--- src/rtl/dmem_arbiter.sv ---
// Round-robin arbiter that shares one data memory between two requesters.
// Supports bounded locked bursts, out-of-range error pulses and registered read return.
module dmem_arbiter #(
    parameter int unsigned DEPTH     = 256,
    parameter int unsigned MAX_BURST = 4
) (
    input  logic        clk,
    input  logic        rst_n,
    input  logic        p0_req,
    input  logic        p0_we,
    input  logic        p0_lock,
    input  logic [31:0] p0_addr,
    input  logic [31:0] p0_wdata,
    output logic        p0_gnt,
    output logic        p0_rvalid,
    output logic [31:0] p0_rdata,
    output logic        p0_err,
    input  logic        p1_req,
    input  logic        p1_we,
    input  logic        p1_lock,
    input  logic [31:0] p1_addr,
    input  logic [31:0] p1_wdata,
    output logic        p1_gnt,
    output logic        p1_rvalid,
    output logic [31:0] p1_rdata,
    output logic        p1_err,
    output logic        mem_read,
    output logic        mem_write,
    output logic [31:0] mem_raddr,
    output logic [31:0] mem_waddr,
    output logic [31:0] mem_wdata,
    input  logic [31:0] mem_rdata
);
    localparam int unsigned CW = $clog2(MAX_BURST + 1);

    typedef enum logic {ARB, LOCKED} state_t;

    state_t        state, state_nxt;
    logic          rr_ptr, rr_nxt;
    logic          owner, owner_nxt;
    logic [CW-1:0] burst_cnt, burst_nxt, held_cnt;
    logic          win, xfer;
    logic          sel_we, sel_lock, in_range;
    logic [31:0]   sel_addr, sel_wdata;

    // Lone requester wins via ~p0_req; the value is irrelevant when nobody requests.
    always_comb begin
        if (state == LOCKED && (owner ? p1_req : p0_req)) win = owner;
        else if (p0_req && p1_req)                           win = rr_ptr;
        else                                                 win = ~p0_req;
    end

    assign xfer   = (p0_req | p1_req) & rst_n;
    assign p0_gnt = xfer & ~win;
    assign p1_gnt = xfer & win;

    assign sel_we    = win ? p1_we    : p0_we;
    assign sel_lock  = win ? p1_lock  : p0_lock;
    assign sel_addr  = win ? p1_addr  : p0_addr;
    assign sel_wdata = win ? p1_wdata : p0_wdata;
    assign in_range  = sel_addr < DEPTH;

    assign mem_read  = xfer & ~sel_we & in_range;
    assign mem_write = xfer & sel_we & in_range;
    assign mem_raddr = mem_read  ? sel_addr  : '0;
    assign mem_waddr = mem_write ? sel_addr  : '0;
    assign mem_wdata = mem_write ? sel_wdata : '0;

    // A new winner (including a takeover after the owner drops req) starts its burst count from zero.
    always_comb begin
        state_nxt = state;
        owner_nxt = owner;
        rr_nxt    = rr_ptr;
        burst_nxt = burst_cnt;
        held_cnt  = (state == LOCKED && win == owner) ? burst_cnt : '0;
        if (xfer) begin
            if (sel_lock && held_cnt < CW'(MAX_BURST - 1)) begin
                state_nxt = LOCKED;
                owner_nxt = win;
                burst_nxt = held_cnt + 1'b1;
            end else begin
                state_nxt = ARB;
                burst_nxt = '0;
                rr_nxt    = ~win;
            end
        end else if (state == LOCKED) begin
            state_nxt = ARB;
            burst_nxt = '0;
        end
    end

    always_ff @(posedge clk or negedge rst_n) begin
        if (!rst_n) begin
            state     <= ARB;
            rr_ptr    <= 1'b0;
            owner     <= 1'b0;
            burst_cnt <= '0;
            p0_rvalid <= 1'b0;
            p0_err    <= 1'b0;
            p0_rdata  <= '0;
            p1_rvalid <= 1'b0;
            p1_err    <= 1'b0;
            p1_rdata  <= '0;
        end else begin
            state     <= state_nxt;
            rr_ptr    <= rr_nxt;
            owner     <= owner_nxt;
            burst_cnt <= burst_nxt;
            p0_rvalid <= p0_gnt & ~sel_we;
            p0_err    <= p0_gnt & ~in_range;
            p1_rvalid <= p1_gnt & ~sel_we;
            p1_err    <= p1_gnt & ~in_range;
            if (p0_gnt && !sel_we) p0_rdata <= in_range ? mem_rdata : '0;
            if (p1_gnt && !sel_we) p1_rdata <= in_range ? mem_rdata : '0;
        end
    end
endmodule

--- config.mk ---
export PLATFORM = sky130hd
export DESIGN_NAME = dmem_arbiter
export DESIGN_NICKNAME = d
export VERILOG_FILES = /design/src/rtl/dmem_arbiter.sv
export SDC_FILE = /design/constraint.sdc
export NUM_CORES = 1
export LEC_CHECK = 0
export ABC_CLOCK_PERIOD_IN_PS = 3400
export CORE_AREA = 5 5 126 128
export DETAILED_ROUTE_END_ITERATION = 10
export DIE_AREA = 0 0 131 133
export GPL_ROUTABILITY_DRIVEN = 0
export PLACE_DENSITY = 0.74
export SETUP_SLACK_MARGIN = 0.2
export SYNTH_ARGS = -nofsm -noshare
export SYNTH_HDL_FRONTEND = slang
export SYNTH_SLANG_ARGS = --single-unit
--- constraint.sdc ---
create_clock -name clk -period 3.4 [get_ports clk]
set_clock_uncertainty 0.15 [all_clocks]
set_input_delay 0.51 -clock clk [delete_from_list [all_inputs] [get_ports clk]]
set_output_delay 0.51 -clock clk [all_outputs]
set_load 0.01 [all_outputs]
== After elaboration in Yosys (flattened, before gate mapping) ==
Cells that the tools add are included.

* Register bits: 74
* Output and inout bits: 168
* Word-level logic and storage cells: 58

* Add/subtract/negate cells: 1
* Magnitude comparators: 2
* Eq/ne operators: 1
* Mux-type cells: 17
* Bitwise operators: 17
* Reductions and logical operators: 10

{| class="wikitable"
|+ Operators by type and width
! cell !! number
|-
| $mux W32 || 6
|-
| $lt A32 B9 Y1 const B || 1
|-
| $mux W3 || 4
|-
| $and A1 B1 Y1 || 11
|-
| $mux W1 || 7
|-
| $logic_and A1 B1 Y1 || 6
|-
| $not A1 Y1 || 5
|-
| $reduce_and A2 Y1 || 2
|-
| $add A3 B1 Y3 const B || 1
|-
| $lt A3 B2 Y1 const B || 1
|-
| $reduce_bool A2 Y1 || 1
|-
| $eq A1 B1 Y1 || 1
|-
| $logic_not A1 Y1 || 1
|-
| $or A1 B1 Y1 || 1
|}

== Longest topological paths before layout ==
* Depth after elaboration: 10
* Depth in mapped cells: 8

== Worst setup path after synthesis ==
Ideal clock, no wire load.

* Path type: input port to output port
* From: input p0_req
* To: output mem_wdata[23]
* Arrival: 1935 ps
* Required time: 2740 ps
* Setup slack: 805 ps
* Cell stages on the path: 6
* Path buffers: 3
* Cells stage by stage: buf_2 -> o21ai_0 -> or4_1 -> buf_6 -> buf_6 -> o22ai_1

* Word-level cells in the longest chain between the ends: 7
* Elaborated cells between the ends (all ways): 15
* Those cells by class: order compare (1); mux (7); bitwise (5); reduce/logical (2)

{| class="wikitable"
|+ RTL lines
! what !! RTL line !! source
|-
| start, declared || 9 || <nowiki>input logic p0_req,</nowiki>
|-
| $logic_and A1 B1 Y1, or another cell as far along || 49 || <nowiki>else if (p0_req && p1_req) win = rr_ptr;</nowiki>
|-
| $mux W1 or $logic_and A1 B1 Y1 (tied branches) || 49, 48 ||
|-
| $mux W1 || 48 || <nowiki>if (state == LOCKED && (owner ? p1_req : p0_req)) win = owner;</nowiki>
|-
| $mux W32 or $mux W1 (tied branches) || 59, 57 ||
|-
| $lt A32 B9 Y1 or $and A1 B1 Y1 (tied branches) || 61, 64 ||
|-
| $and A1 B1 Y1 || 64 || <nowiki>assign mem_write = xfer & sel_we & in_range;</nowiki>
|-
| $mux W32 * || 67 || <nowiki>assign mem_wdata = mem_write ? sel_wdata : '0;</nowiki>
|-
| end, declared || 31 || <nowiki>output logic [31:0] mem_wdata,</nowiki>
|}

Every way passes the cells marked *; elsewhere a longest branch is shown, timed or not.

== Worst setup path in the final report ==
* From: input p0_addr[22]
* To: output mem_read

* Word-level cells in the longest chain between the ends: 3

{| class="wikitable"
|+ RTL lines
! what !! RTL line !! source
|-
| start, declared || 12 || <nowiki>input logic [31:0] p0_addr,</nowiki>
|-
| $mux W32 || 59 || <nowiki>assign sel_addr = win ? p1_addr : p0_addr;</nowiki>
|-
| $lt A32 B9 Y1 || 61 || <nowiki>assign in_range = sel_addr < DEPTH;</nowiki>
|-
| $and A1 B1 Y1 || 63 || <nowiki>assign mem_read = xfer & ~sel_we & in_range;</nowiki>
|-
| end, declared || 27 || <nowiki>output logic mem_read,</nowiki>
|}

No other way between the ends.

==> run metrics <==
total number of nets in the final design 992; worst hold path type input port to async pin; placeable core region 14800 um^2; crit path capture type output port; fmax 310 MHz; Clock Pin Slew Worst Setup and Hold Paths 0.06 ns; register area share after synthesis 0.415; largest cells by area after synthesis sky130_fd_sc_hd__dfrtp_1 (42%), sky130_fd_sc_hd__nand2_1 (9.9%), sky130_fd_sc_hd__o22ai_1 (9.0%); CP Buf/Inv Count 3; P per Cell Area 281 nW/um^2; critical path start-end classification input port to output port; peak supply drop 0.198 mV; final critical-path share of the clock period 0.949; quantity of I/O buffers inserted on ports 287; worst endpoint required time 2.74 ns; GRT overflow 0; via/cell ratio 4.90; detailed placement HPWL 14.0 mm; average detailed-routed wire length per instance 18.4 um; share of Yosys cell area claimed by the top area cell type 0.415; master cell of the clock root buffer sky130_fd_sc_hd__clkbuf_16; synthesis-to-finish area growth 78.3%; global-route usage over all layers 0.194; number of storage elements in the synthesis netlist 74; post-detailed-routing wire length 18.7 mm; Site Rows 45; detailed-route DRC error count 0; maximum number of pins on one net before global-route repair 67; most common cell after layout, fill and taps aside sky130_fd_sc_hd__clkdlybuf4s50_1; CTS Sinks 74; final non-filler cell total 1016; cell count after synthesis 530; layout filler cell count 1343; insertion delay to the later sink of the worst-skew pair 0.32 ns; delay of the slowest critical-path stage 0.63 ns; CP Max Fanout 8; area of the mapped netlist 4460 um^2; worst-margin pin slew 0.849 ns; number of antenna violations at the first check in global routing 0; horizontal extent of the die 131 um; iteration count of the initial detailed-routing pass 5; maximum buffer depth of the clock tree 2; largest area contributor in the synthesized netlist sky130_fd_sc_hd__dfrtp_1; relative slew slack 0.434; hold violation count in the final report 0; Final setup violation count 0; number of clock buffers inserted by TritonCTS 9; die height 133 um; CTS tree yes; worst path arrival time 2.57 ns; number of different library cells in the post-synthesis netlist 42; H-tree depth reported by CTS 3; antenna cell count 0; fraction of layout cells with a size suffix above 1 0.156; commonest cells after routing, fill and taps aside sky130_fd_sc_hd__clkdlybuf4s50_1 (219), sky130_fd_sc_hd__nand2_1 (117), sky130_fd_sc_hd__dfrtp_1 (74); overall die area 17400 um^2; total leakage power 3.37 nW; final period demand of the worst path 3.23 ns; worst-path cell with the longest stage delay sky130_fd_sc_hd__or4_4; cell chain of the critical path clkdlybuf4s50_1 > nor4_1 > nand2_1 > or4_4 > clkbuf_16 > o22ai_4 > buf_2; Final ANT Viol Nets 0; number of warning messages in the yosys log 0; crit start category input port; number of max-capacitance violations reported 0; worst-case register-to-register setup slack 0.88 ns; Slew Viols, Final 0; number of global-route vias before repair 4870; number of I/O pins 336; overall via count from detail_route 4979; initial standard-cell utilization of the core 0.302; cell count after placement 991; mean area per synthesized cell 8.42 um^2; status finished, final reports clean; first-iteration detailed-routing DRC count 298; Worst Hold Slack 0.186 ns; setup repair after global routing missed its margin false; wire length of the first global-routing pass 26.6 mm; largest delay contributor family on the critical path simple AND/OR/NAND/NOR gates
worst register-to-register path, stage by stage (launching register included):
cell and delay (ns):
sky130_fd_sc_hd__dfrtp_1 0.41, sky130_fd_sc_hd__mux2i_2 0.40, sky130_fd_sc_hd__a21oi_4 0.13, sky130_fd_sc_hd__buf_12 0.18, sky130_fd_sc_hd__nand2b_1 0.19, sky130_fd_sc_hd__buf_4 0.38, sky130_fd_sc_hd__inv_2 0.18, sky130_fd_sc_hd__buf_12 0.20
sky130_fd_sc_hd__nand2_1 0.11, sky130_fd_sc_hd__o2bb2ai_1 0.07
flip-flops by register name, summed over array words and instances, names as in the netlist:
name / cells
p0_rdata: 32
p1_rdata: 32
burst_cnt: 3
owner: 1
p0_err: 1
p0_rvalid: 1
p1_err: 1
p1_rvalid: 1
rr_ptr: 1
state: 1
synth_stat cells (all sizes together):
cell type / number
buf: 65
nand2: 118
nand3: 35
ha: 1
mux2i: 1
nor2: 4
nor4: 11
and3: 2
a32o: 11
or4: 3
o21a: 2
a2bb2oi: 1
o2bb2ai: 33
a31oi: 1
a21boi: 1
and4: 1
a21oi: 4
and3b: 1
o32ai: 8
o22ai: 66
or2: 1
mux2: 2
dfrtp: 74
conb: 1
a211oi: 1
and2: 11
clkbuf: 29
o21ai: 2
nand4: 1
nand2b: 1
o211ai: 1
nand3b: 1
inv: 35
a21o: 1
layer usage:
layer / track usage / up-vias / routed length, um
li1: - / 2374 / -
met1: 0.252 / 2339 / 7740
met2: 0.316 / 246 / 9040
met3: 0.0505 / 20 / 1560
met4: 0.0549 / 0 / 318
met5: 0 / - / 0
cell type report:
type / instances / area (um^2) / share of cell area
timing repair buffer: 329 / 3180 / 0.400
multi-input combinational: 374 / 2270 / 0.285
sequential: 74 / 1850 / 0.233
clock buffer: 15 / 278 / 0.0349
tap: 188 / 235 / 0.0296
inverter: 35 / 131 / 0.0165
clock inverter: 1 / 7.51 / 0.000944
power by group:
part	leakage [nW]	switching [mW]	internal, mW
Sequential	1.02	0.00952	0.893
Clock	0.136	0.338	0.555
Combinational	2.21	0.198	0.240
Total	3.37	0.545	1.69
worst paths after layout:
| check | startpoint | endpoint | cells after the start |
|---|---|---|---|
| min reg2reg | p1_rdata[31] | p1_rdata[31] | 1 |
| max | p0_addr[22] | mem_read | 7 |
| min in group clk | p1_rdata[31] | p1_rdata[31] | 1 |
| min | rst_n | rr_ptr | 3 |
| max reg2reg | state | p1_rdata[20] | 9 |
| max in group asynchronous | rst_n | p0_rdata[22] | 4 |
logic make-up after synthesis:
kind of cell             after synthesis  synth area share
buffers and inverters                129             0.159
flip-flops                            74             0.415
adder cells (fa/ha/maj)                1           0.00280
AO/OA/AOI/OAI                        132             0.222
AND/OR/NAND/NOR                      190             0.192
other                                  1          0.000841
multiplexers                           3           0.00813
metrics by stage:
step	total power, mW	setup slack [ns]	utilization	TNS [ns]	cell area [um^2]
floorplan	1.10	0.805	-	0	4640
global placement	1.34	-0.197	0.509	-6.98	7510
detailed placement	1.35	-0.269	0.509	-8.03	7510
CTS	2.26	0.164	0.520	0	7670
global route	2.35	0.0673	0.539	0	7960
finish	2.23	0.173	0.539	0	7960
what timing repair did:
item,4_1_cts,5_1_grt
gates cloned,0,5
gates resized for setup,160,57
endpoints found under the hold margin,8,0
endpoints found under the setup margin,50,45
setup buffers,2,1
hold buffers,1,0
pin swaps,5,17
Power figures use the tool's default switching activity.
